**src/rtl/pipe_skid_reg.sv**
```systemverilog
// pipe_skid_reg: two-entry skid-buffer valid/ready stage with registered in_ready, out_valid and out_data
module pipe_skid_reg #(
  parameter int WIDTH = 32
) (
  input  logic             clk,
  input  logic             rst_n,
  input  logic             in_valid,
  output logic             in_ready,
  input  logic [WIDTH-1:0] in_data,
  output logic             out_valid,
  input  logic             out_ready,
  output logic [WIDTH-1:0] out_data,
  output logic [1:0]       count
);
  typedef enum logic [1:0] {EMPTY = 2'd0, BUSY = 2'd1, FULL = 2'd2} state_t;
  state_t state, nxt;
  logic [WIDTH-1:0] skid;
  logic in_fire, out_fire;
  assign in_fire  = in_valid & in_ready;
  assign out_fire = out_valid & out_ready;
  // the state encoding doubles as the occupancy count
  always_comb begin
    nxt = state == EMPTY ? (in_fire ? BUSY : EMPTY) :
          state == BUSY  ? ((in_fire && !out_fire) ? FULL : (!in_fire && out_fire) ? EMPTY : BUSY) :
                           (out_fire ? BUSY : FULL);
  end
  always_ff @(posedge clk or negedge rst_n) begin
    if (!rst_n) begin
      state     <= EMPTY;
      in_ready  <= 1'b0;
      out_valid <= 1'b0;
      count     <= 2'd0;
      out_data  <= '0;
      skid      <= '0;
    end else begin
      state     <= nxt;
      in_ready  <= nxt != FULL;
      out_valid <= nxt != EMPTY;
      count     <= nxt;
      if (in_fire && (state == EMPTY || out_fire)) out_data <= in_data;
      else if (state == FULL && out_fire) out_data <= skid;
      if (in_fire && state == BUSY && !out_fire) skid <= in_data;
    end
  end
endmodule
```
**config.mk**
```make
export PLATFORM = sky130hd
export DESIGN_NAME = pipe_skid_reg
export DESIGN_NICKNAME = d
export VERILOG_FILES = /design/src/rtl/pipe_skid_reg.sv
export SDC_FILE = /design/constraint.sdc
export NUM_CORES = 1
export LEC_CHECK = 0
export BUFFER_PORTS_ARGS = -buffer_cell sky130_fd_sc_hd__buf_4
export CAP_MARGIN = 20
export CORE_ASPECT_RATIO = 2
export CORE_MARGIN = 1.5
export CORE_UTILIZATION = 57
export CTS_CLUSTER_DIAMETER = 200
export DETAILED_ROUTE_END_ITERATION = 7
export PLACE_DENSITY = 0.84
export SLEW_MARGIN = 20
export SYNTH_ARGS = -nofsm -noshare
export SYNTH_HDL_FRONTEND = slang
export SYNTH_SLANG_ARGS = --single-unit
```
**constraint.sdc**
```tcl
create_clock -name clk -period 4.55 [get_ports clk]
set_clock_uncertainty 0.2 [all_clocks]
set_input_delay 0.91 -clock clk [delete_from_list [all_inputs] [get_ports clk]]
set_output_delay 0.91 -clock clk [all_outputs]
set_load 0.005 [all_outputs]
```
==> flow_summary.toml, run 1 <==
[outcome]
status = "finished, final reports clean"

[min_path]
hold_depth = 1
min_to = "skid[9]$_DFFE_PN0P_"
min_from = "skid[9]$_DFFE_PN0P_"
worstHoldPathType = "register to register"

[floorplanning]
core_mm2 = 0.005139
die_area_mm2 = 0.005817
die_h_um = 106.4
rows = 37
die_x_um = 54.69
io_pins = 72
start_util = 0.5926

[cts]
clockBufferDepth = 2
cts_max_level = 3
cts-root-buf = "clkbuf_8"
cts_resized = 0
cts_sinks = 68
cts_tree = "done"
cts_made_buffers = 9
cts_hold_buf = 0
path_clk_slew_ns = 0.07
clk_latency_ns = 0.34
postCtsSetupBuffers = 0

[worst_setup_path]
worst-setup-path-type = "primary input to register"
cp_max_fo = 32
r2r_start = "in_ready$_DFF_PN0_"
reg2reg_to = "skid[9]$_DFFE_PN0P_"
worstPathRequired_ns = 4.57
crit_arrival_ns = 2.74
cp-start-kind = "primary input"
reg2reg_depth = 3
r2r_slack_ns = 2.11
critPathCaptureType = "register"

[routing]
drc = 0
wirelength_um = 5859
antenna_left = 0
drt_iter0_markers = 35
vias = 1947
viasPerCell = 5.454
detail_route.first_pass.iterations = 4
wl_per_cell_um = 16.41

[power_and_ir_drop]
vdd_drop_max_mv = 0.4746
powerDensity_mw_per_mm2 = 731.9
p_leak_uw = 0.002030
power.total_uw = 2754

[grt]
grt_pass1_vias = 1972
antenna_found_initial = 0
grt_pass1_wl_um = 9404
grt_start_max_net_pins = 69
grt_util_all_layers = 0.2276
grt-ovfl-total = 0

[synth]
synth.top_cell.area_share = 0.5588
syn_avg_cell_area_um2 = 13.48
synthArstFlopShare = 1.000
yosysMostFrequentCell = "dfrtp_1"
ys_seq_elements = 68
ys_warn_count = 0
synth_edf_count = 0
synth.area.top_cells = "dfrtp_1 (56%), mux2_4 (15%), mux2i_1 (11%), o22ai_1 (6.6%), inv_1 (4.2%)"
synthCells = 226
netlist_area_mm2 = 0.003045
synth_flop_cell = "dfrtp_1"
syn-num-nets = 262
yosysTopAreaCell = "dfrtp_1"
yosysUniqueCellTypes = 22
synth_common_cells = "dfrtp_1 (68), inv_1 (34), mux2i_1 (32), o22ai_1 (32), mux2_4 (30)"
ys_seq_area_frac = 0.5588

[final_layout]
regArea_mm2 = 0.001702
nNetsFinal = 330
multi_input_area_mm2 = 0.001085
num_antenna_cells = 0
syn_to_final_growth_pct = 23.54
drive_above_1_share = 0.4080
stdcell_count = 357
fillers = 352

[sta]
hold_viol = 0
fin_crit_ns = 2.714
tightest_slew_ns = 1.033
timing.final.crit_share = 0.5964
slew_headroom = 0.3114
setup_viol = 0
fin_setup_tns_ns = 0
rsz0062_at_grt = "false"
maxSlewViolCount = 0
max_freq_mhz = 368.5

[place]
place_inst = 341
gp_congestion = 0.7571
dpl.hpwl_um = 3900
portBuffers = 71

[job]
cap_viol_max_count = 0
-- power breakdown --
part | internal [uW] | switching, uW | leakage [uW] | total, uW
Clock | 352 | 219 | 0.000122 | 571
Sequential | 913 | 186 | 0.000819 | 1100
Combinational | 648 | 437 | 0.00109 | 1080
Total | 1910 | 842 | 0.00203 | 2750
-- registers in the layout, summed over array words and instances, names as in the netlist --
name,cells
out_data,32
skid,32
state,2
in_ready,1
out_valid,1
-- per-stage QoR --
step | setup WS (ns) | hold slack [ns] | utilization | cell area (um^2)
final | 1.836 | 0.2993 | 0.7322 | 3762
after global routing | 1.772 | 0.3134 | 0.7322 | 3762
after CTS | 1.845 | 0.3044 | 0.7322 | 3762
after detailed placement | 1.494 | 0.2879 | 0.6864 | 3527
after global placement | 1.536 | 0.2772 | 0.6864 | 3527
after floorplan | 2.294 | 0.2651 | - | 3045
-- logic make-up (layout without fill, tap and decap cells) --
logic type | count (synthesis) | after routing | synth area share
buffers and inverters | 49 | 122 | 0.08833
muxes | 64 | 64 | 0.2605
AOI/OAI and AO/OA | 38 | 38 | 0.07970
and+or+nand+nor | 7 | 7 | 0.01274
DFF | 68 | 68 | 0.5588
-- metal layers --
layer | global-route usage | vias to the layer above | wire length, um
met1 | 0.2770 | 975 | 2367
li1 | - | 917 | -
met5 | 0 | - | 0
met3 | 0.06742 | 8 | 216
met4 | 0.1054 | 0 | 116
met2 | 0.3563 | 47 | 3159
-- cell type report --
type,count,area share
Inverter,34,0.03392
Tap cell,58,0.01929
Sequential cell,68,0.4523
Clock buffer,12,0.04390
Multi-Input combinational cell,109,0.2883
Clock inverter,4,0.01862
Timing Repair Buffer,72,0.1437
-- worst max-delay path: stages --
cell	delay, ns
buf_4	0.08
nand2_1	0.26
or3_2	1.00
mux2_1	0.47
-- cell usage in the layout (no fill, tap or decap) --
master	synthesis	final
or2_1	1	1
nand2_1	2	2
o22ai_1	32	32
a21boi_1	1	1
mux2i_1	32	32
nand2_2	1	1
o22a_2	0	1
nand3_1	1	1
buf_4	0	72
bufinv_16	0	2
a21oi_4	0	1
dfrtp_1	68	68
a21oi_1	1	1
clkbuf_8	0	12
inv_1	34	34
a31oi_1	2	2
or3_2	0	1
mux2_4	30	30
clkinv_2	0	2
nand3b_1	1	1
mux2_1	2	2
-- worst max-delay path by stage --
stage	start	end	slack, ns	depth (start not counted)
finish	in_valid	skid[9]$_DFFE_PN0P_	1.84	4
global route	in_valid	out_data[3]$_DFFE_PN0P_	1.77	5
CTS	in_valid	out_data[28]$_DFFE_PN0P_	1.85	5
detailed placement	in_valid	out_data[28]$_DFFE_PN0P_	1.49	5
global placement	in_valid	skid[9]$_DFFE_PN0P_	1.54	4
floorplan	out_ready	skid[0]$_DFFE_PN0P_	2.29	6
(Power assumes the default switching activity.)
==> run 2: changes to the inputs <==
--- a/config.mk
+++ b/config.mk
@@ -5,14 +5,15 @@
 export SDC_FILE = /design/constraint.sdc
 export NUM_CORES = 1
 export LEC_CHECK = 0
+export ABC_AREA = 1
 export BUFFER_PORTS_ARGS = -buffer_cell sky130_fd_sc_hd__buf_4
 export CAP_MARGIN = 20
 export CORE_ASPECT_RATIO = 2
 export CORE_MARGIN = 1.5
-export CORE_UTILIZATION = 57
+export CORE_UTILIZATION = 53
 export CTS_CLUSTER_DIAMETER = 200
 export DETAILED_ROUTE_END_ITERATION = 7
-export PLACE_DENSITY = 0.84
+export PLACE_DENSITY = 0.79
 export SLEW_MARGIN = 20
 export SYNTH_ARGS = -nofsm -noshare
 export SYNTH_HDL_FRONTEND = slang
==> constraint.sdc (replaced) <==
create_clock -name clk -period 2.5 [get_ports clk]
set_clock_uncertainty 0.2 [all_clocks]
set_input_delay 0.5 -clock clk [delete_from_list [all_inputs] [get_ports clk]]
set_output_delay 0.5 -clock clk [all_outputs]
set_load 0.005 [all_outputs]
==> run 2 against run 1 <==
Core utilization down 2.7 points. Via count up 33%. Flip-flop and latch count unchanged. Power up 100%. Critical path depth up 2.
==> flow_summary.toml, run 2 <==
[outcome]
status = "finished, final reports clean"

[synth]
synth_fa_ha_area_frac = 0
synth.area.top_cells = "dfrtp_1 (55%), nand2_1 (20%), nor2_1 (8.2%), o21a_1 (7.8%), inv_1 (4.2%)"
synth.top_cell.area_share = 0.5549
synth_common_cells = "nand2_1 (167), dfrtp_1 (68), nor2_1 (67), inv_1 (34), o21a_1 (32)"
synthMuxAreaShare = 0
ys_seq_elements = 68
synth_flop_cell = "dfrtp_1"
syn_avg_cell_area_um2 = 7.843
netlist_area_mm2 = 0.003067
synth_xor_xnor_area_share = 0
syn-num-nets = 427
synth_simple_gate_area_share = 0.2917
synthCells = 391
synth_edf_count = 0
synthArstFlopShare = 1.000
ys_seq_area_frac = 0.5549
synth_compound_area_frac = 0.08119
ys_warn_count = 0
yosysMostFrequentCell = "nand2_1"
synth_top_family_by_area = "simple AND/OR/NAND/NOR gates"
yosysTopAreaCell = "dfrtp_1"
yosysUniqueCellTypes = 12

[worst_setup_path]
critPathCaptureType = "register"
path_cells = "o21ai_2, nand2_2, buf_12, nor2_1, nand2_1, nand2_1"
worst-setup-path-type = "register to register"
crit_arrival_ns = 1.74
cp_max_fo = 33
cpPeakStageDelay_ns = 0.43
cp-start-kind = "register"
critPathBufInv = 1
cp_common_cell = "nand2_1"
worstPathRequired_ns = 2.57
cp_slowest_cell = "dfrtp_1"
critical-path-top-delay-family = "simple AND/OR/NAND/NOR gates"

[routing]
wl_per_cell_um = 12.74
antenna_left = 0
viasPerCell = 4.879
wirelength_um = 6737
vias = 2581
drt_iter0_markers = 118
detail_route.first_pass.iterations = 4
drc = 0

[final_layout]
final_common_cell = "nand2_1"
stdcell_count = 529
fillers = 489
top_regs = "out_data (32), skid (32), state (2)"
num_antenna_cells = 0
syn_to_final_growth_pct = 30.07
drive_above_1_share = 0.2137
final_cell_mix = "nand2_1 (167), buf_4 (78), dfrtp_1 (68)"
nNetsFinal = 499

[cts]
clk_latency_ns = 0.33
path_clk_slew_ns = 0.05
clockBufferDepth = 2
cts_hold_buf = 0
cts_made_buffers = 9
postCtsSetupBuffers = 0
cts_max_level = 3
cts-root-buf = "clkbuf_16"
cts_resized = 0
cts_sinks = 68
cts_tree = "done"

[place]
portBuffers = 71
pre_cts_ws_ns = 0.6771
gp_congestion = 0.7830
place_inst = 513
dpl.hpwl_um = 4521

[sta]
maxSlewViolCount = 0
rsz0062_at_grt = "false"
tightest_slew_ns = 0.8401
fin_setup_tns_ns = 0
timing.final.crit_share = 0.6677
slew_headroom = 0.4400
fin_crit_ns = 1.669
whs_ns = 0.06318
setup_viol = 0
max_freq_mhz = 599.1
hold_viol = 0
setup_ws_ns = 0.8308

[floorplanning]
die_x_um = 56.79
core_mm2 = 0.005660
die_h_um = 110.6
rows = 39
io_pins = 72
start_util = 0.5418
die_area_mm2 = 0.006279

[power_and_ir_drop]
powerDensity_mw_per_mm2 = 1379
power.total_uw = 5500
p_clk_frac = 0.247
p_leak_uw = 0.002219
comb_power_share = 0.408
vdd_drop_max_mv = 1.172
p_seq_frac = 0.346
swShare = 0.3502
p_int_uw = 3574
switchingPower_uw = 1926

[job]
cap_viol_max_count = 0

[grt]
grt-ovfl-total = 0
grt_pass1_vias = 2598
grt_util_all_layers = 0.2398
antenna_found_initial = 0
grt_start_max_net_pins = 69
grt_pass1_wl_um = 11650

[min_path]
worstHoldPathType = "primary input to async pin"
[run 2: changes by cell type in the layout (fill, tap and decap cells not counted), moves of 2 or more]
| cell | change |
|---|---|
| clkinvlp_4 | +3 |
| inv_2 | +2 |
| o22ai_1 | -32 |
| clkbuf_8 | -11 |
| nand2_1 | +165 |
| o21a_1 | +32 |
| clkbuf_16 | +9 |
| a31oi_1 | -2 |
| buf_4 | +6 |
| nor2_1 | +67 |
| mux2_1 | -2 |
| mux2i_1 | -32 |
| mux2_4 | -30 |
[run 2: cells by family after synthesis]
logic type	Yosys count
simple gates	236
flops	68
buf+inv	54
compound gates	33
[run 2: final timing paths]
kind                                            end                     start  slack, ns  depth (start not counted)
max in group asynchronous  out_data[19]$_DFFE_PN0P_                     rst_n       1.48                          1
max                        out_data[19]$_DFFE_PN0P_        state[1]$_DFF_PN0_       0.83                          6
min                            skid[29]$_DFFE_PN0P_                     rst_n       0.06                          1
max reg2reg                out_data[19]$_DFFE_PN0P_        state[1]$_DFF_PN0_       0.83                          6
min in group clk                skid[2]$_DFFE_PN0P_                in_data[2]       0.20                          2
min reg2reg                out_data[22]$_DFFE_PN0P_  out_data[22]$_DFFE_PN0P_       0.28                          2
[run 2: power by group through the flow]
stage               logic, uW  registers (uW)  clock network, uW
global placement         2170            1900                  0
global route             2570            1950               1430
CTS                      2270            1910               1380
finish                   2240            1900               1360
detailed placement       2250            1910                  0
floorplan                1390            1890                  0
[run 2: layout make-up]
| class | count | area (um^2) | area share |
|---|---|---|---|
| sequential | 68 | 1702 | 0.4266 |
| tap | 61 | 76.32 | 0.01913 |
| inverter | 36 | 135.1 | 0.03388 |
| multi-input combinational | 269 | 1144 | 0.2867 |
| timing repair buffer | 79 | 605.6 | 0.1518 |
| clock inverter | 6 | 87.58 | 0.02196 |
| clock buffer | 10 | 239.0 | 0.05991 |
[run 2: per-stage QoR]
| stage | util | instance area [um^2] |
|---|---|---|
| 6_report | 0.7047 | 3989 |
| 3_5_place_dp | 0.6470 | 3662 |
| 3_3_place_gp | 0.6470 | 3662 |
| 5_1_grt | 0.7047 | 3989 |
| 2_1_floorplan | - | 3067 |
| 4_1_cts | 0.7047 | 3989 |
[run 2: per-layer routing]
metal / up-vias / share of wire / global-route usage
met1: 1189 / 0.39 / 0.2802
li1: 1310 / - / -
met4: 0 / 0.029 / 0.1287
met5: - / 0 / 0
met3: 17 / 0.042 / 0.04450
met2: 65 / 0.54 / 0.4062
==> run 3: changes to the inputs <==
--- a/config.mk
+++ b/config.mk
@@ -5,15 +5,15 @@
 export SDC_FILE = /design/constraint.sdc
 export NUM_CORES = 1
 export LEC_CHECK = 0
-export ABC_AREA = 1
+export ABC_AREA = 0
 export BUFFER_PORTS_ARGS = -buffer_cell sky130_fd_sc_hd__buf_4
 export CAP_MARGIN = 20
 export CORE_ASPECT_RATIO = 2
 export CORE_MARGIN = 1.5
-export CORE_UTILIZATION = 53
+export CORE_UTILIZATION = 48
 export CTS_CLUSTER_DIAMETER = 200
 export DETAILED_ROUTE_END_ITERATION = 7
-export PLACE_DENSITY = 0.79
+export PLACE_DENSITY = 0.75
 export SLEW_MARGIN = 20
 export SYNTH_ARGS = -nofsm -noshare
 export SYNTH_HDL_FRONTEND = slang
==> constraint.sdc (replaced) <==
create_clock -name clk -period 1.35 [get_ports clk]
set_clock_uncertainty 0.2 [all_clocks]
set_input_delay 0.27 -clock clk [delete_from_list [all_inputs] [get_ports clk]]
set_output_delay 0.27 -clock clk [all_outputs]
set_load 0.005 [all_outputs]
==> run 3 against run 2 <==
Via count shrank 13%. Critical path type unchanged. Non-clock buffer count grew 59. Die area grew 9.3%. The flow now finishes with violations (setup timing). Largest power group unchanged. Hold slack gained 0.018 ns.
==> flow_summary.toml, run 3 (synthesis results as in run 1) <==
[outcome]
status = "finished with violations"
violations = "setup timing"

[sta]
maxSlewViolCount = 0
hold_viol = 0
slew_headroom = 0.8000
max_freq_mhz = 556.7
setup_ws_ns = -0.4464
timing.final.crit_share = 1.331
fin_crit_ns = 1.796
setup_viol = 69
rsz0062_at_grt = "true"
tightest_slew_ns = 0.3000
whs_ns = 0.08080
fin_setup_tns_ns = -27.08

[final_layout]
final_area_mm2 = 0.004773
regArea_mm2 = 0.001702
multi_input_area_mm2 = 0.001196
num_antenna_cells = 0
syn_to_final_growth_pct = 56.74
nNetsFinal = 396
final_common_cell = "buf_4"
final_cell_mix = "buf_4 (76), dfrtp_1 (68), inv_1 (34), dlygate4sd3_1 (34), mux2_4 (32)"
top_regs = "out_data (32), skid (32), state (2)"
drive_above_1_share = 0.4603
fillers = 366

[floorplanning]
start_util = 0.5029
rows = 40
core_mm2 = 0.006056
die_area_mm2 = 0.006861
io_pins = 72
die_x_um = 59.33
die_h_um = 115.6

[grt]
grt_pass1_wl_um = 11450
grt_util_all_layers = 0.2319
grt_pass1_vias = 2343
antenna_found_initial = 0
grt_start_max_net_pins = 28
grt-ovfl-total = 0

[worst_setup_path]
cp_max_fo = 13
r2r_start = "state[1]$_DFF_PN0_"
reg2reg_depth = 6
critPathBufInv = 3
r2r_slack_ns = -0.45
cpPeakStageDelay_ns = 0.40
critPathCaptureType = "register"
crit_arrival_ns = 1.81
cp_common_cell = "buf_6"
worstPathRequired_ns = 1.36
cp-start-kind = "register"
cp_slowest_cell = "dfrtp_1"
worst-setup-path-type = "register to register"
critical-path-top-delay-family = "buffers and inverters"
reg2reg_to = "out_data[10]$_DFFE_PN0P_"
path_cells = "buf_6, or2_4, buf_6, o22a_4, buf_12, mux2i_2"

[power_and_ir_drop]
swShare = 0.3042
p_clk_frac = 0.211
vdd_drop_max_mv = 1.570
p_leak_uw = 0.002450
comb_power_share = 0.458
powerDensity_mw_per_mm2 = 2363
power.total_uw = 11280
p_int_uw = 7849
switchingPower_uw = 3432
p_seq_frac = 0.332

[min_path]
min_from = "out_ready"
worstHoldPathType = "primary input to register"
min_to = "state[0]$_DFF_PN0_"
hold_depth = 3

[cts]
cts_tree = "done"
cts-root-buf = "clkbuf_16"
clk_latency_ns = 0.34
path_clk_slew_ns = 0.05
clockBufferDepth = 2
cts_made_buffers = 9
cts_max_level = 3
cts_sinks = 68

[place]
dpl.hpwl_um = 4347
pre_cts_ws_ns = -0.4821
portBuffers = 71
gp_congestion = 0.7929
placed_cell_area_mm2 = 0.003785

[routing]
drc = 0
viasPerCell = 5.016
drt_iter0_markers = 88
wl_per_cell_um = 16.93
vias = 2252
wirelength_um = 7602
detail_route.first_pass.iterations = 4
antenna_left = 0

[job]
cap_viol_max_count = 0
run 3: cell count changes in the layout (fill, tap and decap cells not counted), moves of 4 or more:
| cell | previous run | this run |
|---|---|---|
| nand2_1 | 167 | 1 |
| nor2_1 | 67 | 0 |
| dlygate4sd3_1 | 0 | 34 |
| mux2_4 | 0 | 32 |
| o21a_1 | 32 | 0 |
| mux2i_1 | 0 | 28 |
| o22ai_1 | 0 | 27 |
| buf_6 | 0 | 16 |
| buf_12 | 1 | 7 |
| mux2i_2 | 0 | 4 |
run 3: power groups by stage:
| stage | clock network (uW) | logic (uW) | registers [uW] |
|---|---|---|---|
| floorplan | 0 | 2550 | 3630 |
| global route | 2500 | 5550 | 3830 |
| global placement | 0 | 4050 | 3640 |
| CTS | 2420 | 4710 | 3690 |
| detailed placement | 0 | 4170 | 3670 |
| finish | 2380 | 5160 | 3740 |
run 3: worst register-to-register path, stage by stage, from the launching register on:
cell and delay (ns):
dfrtp_1 0.40, buf_6 0.13, or2_4 0.26, buf_6 0.12, o22a_4 0.24, buf_12 0.18, mux2i_2 0.16
run 3: per-stage QoR:
step / instances / util
2_1_floorplan: 226 / -
3_3_place_gp: 385 / 0.6250
3_5_place_dp: 385 / 0.6250
4_1_cts: 443 / 0.7630
5_1_grt: 449 / 0.7882
6_report: 449 / 0.7882
run 3: worst max-delay path by stage:
stage	from	to	slack, ns	cells after the start
global placement	out_ready	skid[10]$_DFFE_PN0P_	-0.48	6
global route	state[1]$_DFF_PN0_	out_data[10]$_DFFE_PN0P_	-0.50	7
finish	state[1]$_DFF_PN0_	out_data[10]$_DFFE_PN0P_	-0.45	6
CTS	state[1]$_DFF_PN0_	skid[9]$_DFFE_PN0P_	-0.41	4
detailed placement	out_ready	skid[9]$_DFFE_PN0P_	-0.48	6
floorplan	out_valid$_DFF_PN0_	skid[0]$_DFFE_PN0P_	-0.42	6
run 3: metal layers:
metal / vias up / GRT usage / wire length (um)
met1: 1128 / 0.2677 / 2961
met2: 53 / 0.3824 / 4199
met3: 14 / 0.06473 / 258
met4: 0 / 0.1182 / 182
met5: - / 0 / 0
li1: 1057 / - / -
run 3: cell type report:
class / count / area share
Multi-Input combinational cell: 109 / 0.2506
Sequential cell: 68 / 0.3565
Inverter: 34 / 0.02674
Clock inverter: 4 / 0.009961
Timing Repair Buffer: 138 / 0.2805
Clock buffer: 12 / 0.05374
Tap cell: 84 / 0.02202
run 3: what timing repair did:
item                                   in CTS  in global routing
buffers inserted                            6                  7
setup endpoints to repair                  69                 77
pin swaps                                   3                  3
resized for setup                          20                 27
gates cloned                                3                  3
endpoints found under the hold margin     101                  0
hold buffers                               34                  0
